<file path="src/rtl/fifo_rd_packer.sv">
// Read-side consumer for the async FIFO: issues credit-limited reads, absorbs the
// fixed read latency in a skid buffer and packs bytes little-endian into words.
module fifo_rd_packer #(
  parameter int unsigned WIDTH      = 8,
  parameter int unsigned RD_LAT     = 2,
  parameter int unsigned PACK       = 4,
  parameter int unsigned SKID_DEPTH = 4
) (
  input  logic                    clk,
  input  logic                    rst_n,
  input  logic                    fifo_rempty,
  output logic                    fifo_rinc,
  input  logic [WIDTH-1:0]        fifo_rdata,
  input  logic                    flush,
  output logic                    out_valid,
  input  logic                    out_ready,
  output logic [WIDTH*PACK-1:0]   out_data,
  output logic [$clog2(PACK):0]   out_cnt,
  output logic                    busy
);

  localparam int unsigned CNT_W = $clog2(SKID_DEPTH + 1);
  localparam int unsigned PTR_W = (SKID_DEPTH > 1) ? $clog2(SKID_DEPTH) : 1;
  localparam int unsigned IDX_W = $clog2(PACK) + 1;
  localparam int unsigned OUT_W = WIDTH * PACK;

  logic [RD_LAT-1:0] vp_q, vp_d;
  logic [CNT_W-1:0]  inflight_q, inflight_d;
  logic [CNT_W-1:0]  occ_q, occ_d;
  logic [PTR_W-1:0]  wr_ptr_q, wr_ptr_d;
  logic [PTR_W-1:0]  rd_ptr_q, rd_ptr_d;
  logic [WIDTH-1:0]  mem_q [SKID_DEPTH];
  logic [WIDTH-1:0]  mem_d [SKID_DEPTH];
  logic [OUT_W-1:0]  acc_q, acc_d;
  logic [IDX_W-1:0]  idx_q, idx_d;
  logic              out_valid_q, out_valid_d;
  logic [OUT_W-1:0]  out_data_q, out_data_d;
  logic [IDX_W-1:0]  out_cnt_q, out_cnt_d;
  logic              flush_pend_q, flush_pend_d;
  logic              busy_q, busy_d;

  logic [CNT_W:0]    credit_used;
  logic              capture;
  logic              pop;
  logic [WIDTH-1:0]  pop_byte;
  logic [OUT_W-1:0]  lane_word;

  function automatic logic [PTR_W-1:0] ptr_inc(input logic [PTR_W-1:0] p);
    return (p == PTR_W'(SKID_DEPTH - 1)) ? '0 : p + PTR_W'(1);
  endfunction

  // Credit covers both bytes still in the read pipe and bytes parked in the skid buffer.
  assign credit_used = {1'b0, inflight_q} + {1'b0, occ_q};
  assign fifo_rinc   = rst_n && !fifo_rempty && !flush_pend_q &&
                       (credit_used < (CNT_W+1)'(SKID_DEPTH));
  assign capture     = vp_q[RD_LAT-1];
  assign pop         = (occ_q != '0) && (!out_valid_q || out_ready);
  assign pop_byte    = mem_q[rd_ptr_q];

  always_comb begin
    vp_d         = vp_q;
    inflight_d   = inflight_q;
    occ_d        = occ_q;
    wr_ptr_d     = wr_ptr_q;
    rd_ptr_d     = rd_ptr_q;
    mem_d        = mem_q;
    acc_d        = acc_q;
    idx_d        = idx_q;
    out_valid_d  = out_valid_q;
    out_data_d   = out_data_q;
    out_cnt_d    = out_cnt_q;
    flush_pend_d = flush_pend_q;
    lane_word    = acc_q;

    vp_d[0] = fifo_rinc;
    for (int unsigned i = 1; i < RD_LAT; i++) vp_d[i] = vp_q[i-1];

    case ({fifo_rinc, capture})
      2'b10:   inflight_d = inflight_q + CNT_W'(1);
      2'b01:   inflight_d = inflight_q - CNT_W'(1);
      default: inflight_d = inflight_q;
    endcase

    if (capture) begin
      mem_d[wr_ptr_q] = fifo_rdata;
      wr_ptr_d        = ptr_inc(wr_ptr_q);
    end
    if (pop) rd_ptr_d = ptr_inc(rd_ptr_q);
    case ({capture, pop})
      2'b10:   occ_d = occ_q + CNT_W'(1);
      2'b01:   occ_d = occ_q - CNT_W'(1);
      default: occ_d = occ_q;
    endcase

    if (out_valid_q && out_ready) out_valid_d = 1'b0;
    if (flush && !flush_pend_q) flush_pend_d = 1'b1;

    if (pop) begin
      for (int unsigned k = 0; k < PACK; k++) begin
        if (IDX_W'(k) == idx_q) lane_word[k*WIDTH +: WIDTH] = pop_byte;
      end
      if (idx_q == IDX_W'(PACK - 1)) begin
        out_data_d  = lane_word;
        out_cnt_d   = IDX_W'(PACK);
        out_valid_d = 1'b1;
        acc_d       = '0;
        idx_d       = '0;
      end else begin
        acc_d = lane_word;
        idx_d = idx_q + IDX_W'(1);
      end
    end else if (flush_pend_q && (inflight_q == '0) && (occ_q == '0) && !out_valid_q) begin
      // Drain point reached: emit the partial word, if any, and end the flush.
      flush_pend_d = 1'b0;
      if (idx_q != '0) begin
        out_data_d  = acc_q;
        out_cnt_d   = idx_q;
        out_valid_d = 1'b1;
        acc_d       = '0;
        idx_d       = '0;
      end
    end

    busy_d = (inflight_d != '0) || (occ_d != '0) || (idx_d != '0) ||
             out_valid_d || flush_pend_d;
  end

  always_ff @(posedge clk or negedge rst_n) begin
    if (!rst_n) begin
      vp_q         <= '0;
      inflight_q   <= '0;
      occ_q        <= '0;
      wr_ptr_q     <= '0;
      rd_ptr_q     <= '0;
      for (int unsigned i = 0; i < SKID_DEPTH; i++) mem_q[i] <= '0;
      acc_q        <= '0;
      idx_q        <= '0;
      out_valid_q  <= 1'b0;
      out_data_q   <= '0;
      out_cnt_q    <= '0;
      flush_pend_q <= 1'b0;
      busy_q       <= 1'b0;
    end else begin
      vp_q         <= vp_d;
      inflight_q   <= inflight_d;
      occ_q        <= occ_d;
      wr_ptr_q     <= wr_ptr_d;
      rd_ptr_q     <= rd_ptr_d;
      mem_q        <= mem_d;
      acc_q        <= acc_d;
      idx_q        <= idx_d;
      out_valid_q  <= out_valid_d;
      out_data_q   <= out_data_d;
      out_cnt_q    <= out_cnt_d;
      flush_pend_q <= flush_pend_d;
      busy_q       <= busy_d;
    end
  end

  assign out_valid = out_valid_q;
  assign out_data  = out_data_q;
  assign out_cnt   = out_cnt_q;
  assign busy      = busy_q;

endmodule
</file>
<file path="config.mk">
export PLATFORM = sky130hd
export DESIGN_NAME = fifo_rd_packer
export DESIGN_NICKNAME = d
export VERILOG_FILES = /design/src/rtl/fifo_rd_packer.sv
export SDC_FILE = /design/constraint.sdc
export NUM_CORES = 1
export LEC_CHECK = 0
export ABC_AREA = 1
export CAP_MARGIN = 20
export CORE_MARGIN = 8
export CORE_UTILIZATION = 50
export DETAILED_ROUTE_END_ITERATION = 8
export PLACE_DENSITY = 0.71
export SYNTH_ARGS = -nofsm -noshare
export SYNTH_HDL_FRONTEND = slang
export SYNTH_SLANG_ARGS = --single-unit
</file>
<file path="constraint.sdc">
create_clock -name clk -period 6.1 [get_ports clk]
set_clock_uncertainty 0.2 [all_clocks]
set_input_delay 0.61 -clock clk [delete_from_list [all_inputs] [get_ports clk]]
set_output_delay 0.61 -clock clk [all_outputs]
set_load 0.005 [all_outputs]
</file>
* Yosys cells after proc, flatten, opt, wreduce, memory -nomap -nowiden
Cells that the tools add are included.
W data, S select, Z words.
** Cells by class
- $add $sub $neg :: 8
- Multiply operators :: 0
- Divide/modulo/power cells :: 0
- Order comparisons :: 4
- Equality and inequality tests :: 11
- Shifts and indexed selects :: 0
- Muxes and demuxes :: 38
- Bitwise operators :: 2
- Reduce and logical (&&, ||, !) cells :: 30
** Operator list (number)
- $mux W32 :: 8
- $mux W8 :: 7
- $bwmux W32 :: 1
- $mux W3 :: 8
- $bmux W8 S2 :: 1
- $demux W8 S2 :: 1
- $reduce_bool A3 Y1 :: 5
- $pmux W3 S2 :: 2
- $logic_and A1 B1 Y1 :: 10
- $add A3 B1 Y3 const B :: 3
- $logic_not A3 Y1 :: 3
- $eq A2 B2 Y1 const B :: 4
- $mux W1 :: 8
- $eq A2 B3 Y1 const A :: 2
- $ge A3 B3 Y1 const B :: 2
- $not A2 Y3 :: 2
- $sub A3 B1 Y3 const B :: 2
- $logic_or A1 B1 Y1 :: 5
- $add A2 B1 Y2 const B :: 2
- $add A3 B3 Y4 :: 1
- $eq A2 B1 Y1 const B :: 2
- $lt A4 B3 Y1 const B :: 1
- $mux W2 :: 2
- $reduce_bool A2 Y1 :: 2
- other kinds (7) :: 9
** Word-level totals
- Register bits :: 117
- Bits in latches :: 0
- RAM bits :: 0
- ROM bits :: 0
- Input port bits :: 13
- Output and inout port bits :: 38
- Logic and storage cells :: 109
- Memories :: 0

* Logic depth before layout (Yosys ltp)
- Depth in word-level cells :: 11
- Gate-level depth with buffers :: 17

* Worst setup path before layout
OpenSTA, ideal clock, no wires.
- Path kind :: register to register
- From :: reg inflight_q[1]
- To :: reg busy_q (netlist: busy)
- Library setup time :: 65 ps
- Arrival time :: 2353 ps
- Slack :: 3482 ps
- Cell stages (with the launch flop) :: 16
- Period minus slack after synthesis :: 2618 ps
- Cell sequence :: dfrtp_1 > ha_1 > nand3_1 > nand2_1 > nor4_1 > inv_1 > ha_1 > inv_1 > fa_1 > o21ai_0 > nor2_1 > nand2_1 > nor2_1 > nand2_1 > nor2_1 > nand2_1
** Between the ends
- Longest elaborated chain between the ends :: 10
- Elaborated cells between the ends (all ways) :: 24
- Those cells by class :: 3 x add/sub; 1 x order compare; 2 x eq/ne; 7 x mux; 11 x reduce/logical
** Ends and longest elaborated chain
- from (decl) :: line 28 : logic [CNT_W-1:0] inflight_q, inflight_d;
- from (signal assigned) :: line 145 : inflight_q <= inflight_d;
- $add A3 B3 Y4 (*) :: line 53 : assign credit_used = {1'b0, inflight_q} + {1'b0, occ_q};
- $lt A4 B3 Y1 (*) :: line 55 : (credit_used < (CNT_W+1)'(SKID_DEPTH));
- $logic_and A1 B1 Y1 (*) :: line 54 : assign fifo_rinc = rst_n && !fifo_rempty && !flush_pend_q &&
- via fifo_rinc :: line 12 : output logic fifo_rinc,
- $eq A2 B1 Y1 / $eq A2 B2 Y1 (equally long branches) :: line 78 : case ({fifo_rinc, capture})
- $pmux W3 S2 (*) :: line 78
- via inflight_d[1] :: line 28
- $reduce_bool A3 Y1 (*) :: line 124 : busy_d = (inflight_d != '0) || (occ_d != '0) || (idx_d != '0) ||
- $logic_or A1 B1 Y1 (*) (3 in a row) :: line 124
- $logic_or A1 B1 Y1 (*) :: line 125 : out_valid_d || flush_pend_d;
- via busy_d :: line 40 : logic busy_q, busy_d;
- to (signal assigned) :: line 156 : busy_q <= busy_d;
- to (decl) :: line 40
Mark *: on every way through the listed nets, which the timed path passes. The rest lies on a longest branch.
A chain may end at the register's enable or synchronous reset.

* Final worst setup path
- From :: in rst_n
- To :: out fifo_rinc
** Between the ends
- Longest elaborated chain between the ends :: 3
** Ends and longest elaborated chain
- from (decl) :: line 10 : input logic rst_n,
- $logic_and A1 B1 Y1 (3 in a row) :: line 54
- to (decl) :: line 12
No other way between the ends.

==> flow_summary.html <==
<table>
<tr><th>Metric</th><th>Value</th></tr>
<tr><th colspan="2">Routing</th></tr>
<tr><td>Via-to-Cell Ratio</td><td>~5.3</td></tr>
<tr><td>Number of DRC violations after detailed-routing iteration 0</td><td>between 300 and 400</td></tr>
<tr><td>Wire length per cell after detailed routing</td><td>14.6 um</td></tr>
<tr><td>Wire length after detailed routing</td><td>between 10,000 and 15,000 um</td></tr>
<tr><td>DRC Markers</td><td>0</td></tr>
<tr><td>DR vias</td><td>around 4,600</td></tr>
<tr><td>Antenna violation net count after detailed routing</td><td>0</td></tr>
<tr><td>Drt pass-1 iters</td><td>4</td></tr>
<tr><th colspan="2">Timing</th></tr>
<tr><td>Worst max-slew margin expressed relative to the limit</td><td>between 40% and 50%</td></tr>
<tr><td>Final period util</td><td>roughly 63%</td></tr>
<tr><td>Setup repair after global routing missed its margin</td><td>no</td></tr>
<tr><td>Least-Margin Pin Slew</td><td>~0.89 ns</td></tr>
<tr><td>Final count of negative-setup-slack endpoints</td><td>0</td></tr>
<tr><td>Final-report hold violation count</td><td>0</td></tr>
<tr><td>Number of pins with negative max-slew slack in the final report</td><td>0</td></tr>
<tr><td>Timing-limited maximum frequency</td><td>0.262 GHz</td></tr>
<tr><td>Sum Neg Setup Slack</td><td>0 ns</td></tr>
<tr><td>Final min period</td><td>between 3 and 4 ns</td></tr>
<tr><th colspan="2">Power and ir drop</th></tr>
<tr><td>Static leakage</td><td>between 0.003 and 0.004 uW</td></tr>
<tr><td>Maximum VDD drop</td><td>344 uV</td></tr>
<tr><td>Power density over cell area</td><td>609 nW/um^2</td></tr>
<tr><th colspan="2">Status</th></tr>
<tr><td>Result of the run</td><td>completed</td></tr>
<tr><th colspan="2">Finish</th></tr>
<tr><td>Syn-to-layout area delta</td><td>20.2%</td></tr>
<tr><td>Sequential standard cell area</td><td>a little under 3000 um^2</td></tr>
<tr><td>Final-layout fill cell count</td><td>slightly below 1,000</td></tr>
<tr><td>Share of the core filled with cells in the final layout</td><td>between 60% and 70%</td></tr>
<tr><td>Share of layout cells above drive strength 1</td><td>between 6 and 7%</td></tr>
<tr><td>Multi-input gate area in the final layout</td><td>approximately 2300 um^2</td></tr>
<tr><td>Number of diodes</td><td>0</td></tr>
<tr><td>Number of nets at the end of the flow</td><td>roughly 750</td></tr>
<tr><th colspan="2">Setup path</th></tr>
<tr><td>Largest driver fanout on the critical path</td><td>56</td></tr>
<tr><td>Startpoint-to-endpoint class of the critical path</td><td>input port to primary output</td></tr>
<tr><td>CP peak stage delay</td><td>around 0.61 ns</td></tr>
<tr><td>Category of cells accounting for the largest share of critical-path delay</td><td>buffers and inverters</td></tr>
<tr><td>Critical path capture point type</td><td>primary output</td></tr>
<tr><td>Slowest CP cell</td><td>clkdlybuf4s50_1</td></tr>
<tr><td>Critical-path cell list</td><td>dlygate4sd3_1 -&gt; buf_4 -&gt; inv_1 -&gt; nor4_1 -&gt; clkdlybuf4s50_1</td></tr>
<tr><td>Kind of start point of the critical path</td><td>input port</td></tr>
<tr><td>Count of buffer and inverter cells on the critical path</td><td>4</td></tr>
<tr><td>Critical path data required time</td><td>about 5.3 ns</td></tr>
<tr><td>Endpoint arrival time on the critical path</td><td>around 3.0 ns</td></tr>
<tr><th colspan="2">Logic synthesis</th></tr>
<tr><td>Number of instances in the synthesized netlist</td><td>just under 700</td></tr>
<tr><td>Mapped Area</td><td>around 5600 um^2</td></tr>
<tr><td>Number of unique standard cell types used by synthesis</td><td>27</td></tr>
<tr><td>Syn Area/Cell</td><td>roughly 8.2 um^2</td></tr>
<tr><td>Synth Net Count</td><td>710</td></tr>
<tr><td>Syn. warnings</td><td>0</td></tr>
<tr><td>Synthesized flop and latch total</td><td>between 100 and 150</td></tr>
<tr><td>Share of synthesized area occupied by flip-flops and latches</td><td>approximately 52%</td></tr>
<tr><th colspan="2">GRT</th></tr>
<tr><td>Number of global-route vias before repair</td><td>roughly 4,600</td></tr>
<tr><td>Global route total overflow</td><td>0</td></tr>
<tr><td>Wire length of the first global-routing pass</td><td>~22,000 um</td></tr>
<tr><td>Number of antenna violations at the first check in global routing</td><td>0</td></tr>
<tr><td>Global-route total usage across every layer</td><td>18.2%</td></tr>
<tr><td>Maximum number of pins on one net before global-route repair</td><td>64</td></tr>
<tr><th colspan="2">Floorplan</th></tr>
<tr><td>Die area</td><td>~15,000 um^2</td></tr>
<tr><td>Top-Level Pins</td><td>between 50 and 60</td></tr>
<tr><td>Core area</td><td>around 11,000 um^2</td></tr>
<tr><td>Effective utilization at floorplan</td><td>roughly half</td></tr>
<tr><td>Horizontal die dimension</td><td>around 120 um</td></tr>
<tr><td>Cell row count</td><td>38</td></tr>
<tr><td>Floorplan die height</td><td>between 100 and 150 um</td></tr>
<tr><th colspan="2">Clock network</th></tr>
<tr><td>Htree depth</td><td>4</td></tr>
<tr><td>Clock Pin Slew Worst Setup and Hold Paths</td><td>~0.050 ns</td></tr>
<tr><td>CTS root buf</td><td>clkbuf_8</td></tr>
<tr><td>Count of buffers added by post-CTS timing repair for setup</td><td>0</td></tr>
<tr><td>TritonCTS Buffers</td><td>17</td></tr>
<tr><td>Max Buffers Root-to-Sink</td><td>2</td></tr>
<tr><td>Sink count of the clock tree</td><td>around 120</td></tr>
<tr><td>Clk_lat worst skew</td><td>about 0.53 ns</td></tr>
<tr><td>CTS tree</td><td>yes</td></tr>
<tr><th colspan="2">Placement</th></tr>
<tr><td>Final HPWL DP</td><td>8410 um</td></tr>
<tr><td>Gpl congestion</td><td>between 0.8 and 0.9</td></tr>
<tr><td>Quantity of I/O buffers inserted on ports</td><td>50</td></tr>
<tr><th colspan="2">Hold path</th></tr>
<tr><td>Tightest Hold Check Type</td><td>flop to flop</td></tr>
<tr><th colspan="2">Job</th></tr>
<tr><td>Total of max-cap violations</td><td>0</td></tr>
</table>
repair_timing:
action                                 CTS  global route
endpoints found under the hold margin   54             0
hold buffers                             1             0
resized for setup                        0             0
setup endpoints to repair                0             0
flip-flops by register name, summed over array words and instances (netlist names):
signal and cells:
acc_q 32, busy 1, flush_pend_q 1, idx_q 3, inflight_q 3, mem_q 32
occ_q 3, out_cnt 3, out_data 32, out_valid 1, rd_ptr_q 2, vp_q 2
wr_ptr_q 2
cells by family (layout without fill, tap and decap cells):
| family | Yosys count | after routing | share of synthesized area [%] |
|---|---|---|---|
| AOI/OAI and AO/OA | 127 | 127 | 13.0 |
| DFF | 117 | 117 | 52.2 |
| adders and majority gates | 15 | 15 | 3.61 |
| xor gates and xnor gates | 2 | 2 | 0.312 |
| and+or+nand+nor | 338 | 338 | 24.2 |
| buffers and inverters | 83 | 137 | 6.69 |
layer usage:
layer / vias to the layer above / GRT usage, % / routed length (um)
met4: 0 / 8.40 / 284
met3: 26 / 5.51 / 880
met2: 134 / 30.0 / 6160
li1: 2306 / - / -
met5: - / 0 / 0
met1: 2178 / 21.5 / 5450
cell usage in the layout (no fill, tap or decap), drive strengths merged, types with 8 or more instances in the layout:
cell type and n:
clkinv 8, nand2 285, inv 50, o21ai 71, clkbuf 21, o22ai 24
clkdlybuf4s50 49, nand3 23, nor2 25, ha 13, o211ai 25, dfrtp 117
layout make-up:
type | count | share of cell area (%)
Tap cell | 140 | 2.60
Clock inverter | 11 | 2.30
Clock buffer | 21 | 6.66
Multi-Input combinational cell | 482 | 34.2
Sequential cell | 117 | 43.4
Timing Repair Buffer | 54 | 7.87
Inverter | 51 | 2.91
synthesized netlist by cell type:
master / count / share of area, %
inv_4: 2 / 0.22
or2_2: 1 / 0.11
o21ai_0: 63 / 5.6
buf_4: 5 / 0.67
clkinv_1: 1 / 0.067
xnor2_1: 2 / 0.31
buf_6: 3 / 0.60
fa_1: 2 / 0.71
buf_2: 14 / 1.2
nand3_1: 20 / 1.8
nor4_1: 1 / 0.11
nand2_4: 2 / 0.40
o21ai_1: 8 / 0.71
o211ai_1: 25 / 3.3
nor2_2: 1 / 0.11
nand2_1: 283 / 19
nand3_2: 1 / 0.18
inv_1: 44 / 2.9
a21oi_1: 7 / 0.62
nor2_1: 24 / 1.6
nand4_1: 3 / 0.33
o22ai_1: 24 / 2.7
dfrtp_1: 117 / 52
clkbuf_1: 10 / 0.67
ha_1: 13 / 2.9
nand3_4: 2 / 0.62
inv_2: 4 / 0.27
worst reg2reg max path: stages (launching register included):
cell	delay, ns
dfrtp_1	0.39
inv_1	0.11
nand3_4	0.13
nand2_4	0.20
inv_4	0.36
ha_1	0.26
inv_1	0.07
fa_1	0.49
o21ai_0	0.10
nor2_1	0.12
nand2_1	0.06
nor2_1	0.11
nand2_1	0.06
nor2_1	0.08
nand2_1	0.05
path summary, 6_finish.rpt:
kind / startpoint / to / slack, ns / cells after the start
min: vp_q[0] / vp_q[1] / 0.16 / 0
min in group asynchronous: rst_n / out_data[26] / 0.48 / 2
max: rst_n / fifo_rinc / 2.28 / 5
max reg2reg: occ_q[1] / busy / 3.19 / 14
min reg2reg: vp_q[0] / vp_q[1] / 0.16 / 0
max in group asynchronous: rst_n / mem_q[16] / 3.95 / 3
through the flow:
| step | cell area, um^2 | instances | setup WS [ns] | total power (uW) | hold slack (ns) |
|---|---|---|---|---|---|
| 3_5_place_dp | 6120 | 842 | 2.50 | 3080 | 0.136 |
| 6_report | 6740 | 876 | 2.28 | 4100 | 0.160 |
| 3_3_place_gp | 6120 | 842 | 2.64 | 2990 | 0.140 |
| 5_1_grt | 6740 | 876 | 2.08 | 4430 | 0.167 |
| 2_1_floorplan | 5610 | 682 | 3.48 | 2540 | 0.114 |
| 4_1_cts | 6730 | 875 | 2.22 | 4120 | 0.162 |
report_power, final:
group          leakage, uW  switching, uW  internal, uW
sequential         0.00138            214          1090
combinational      0.00167           1090           689
clock             0.000305            341           679
total              0.00336           1640          2460
Power figures use the tool's default switching activity.
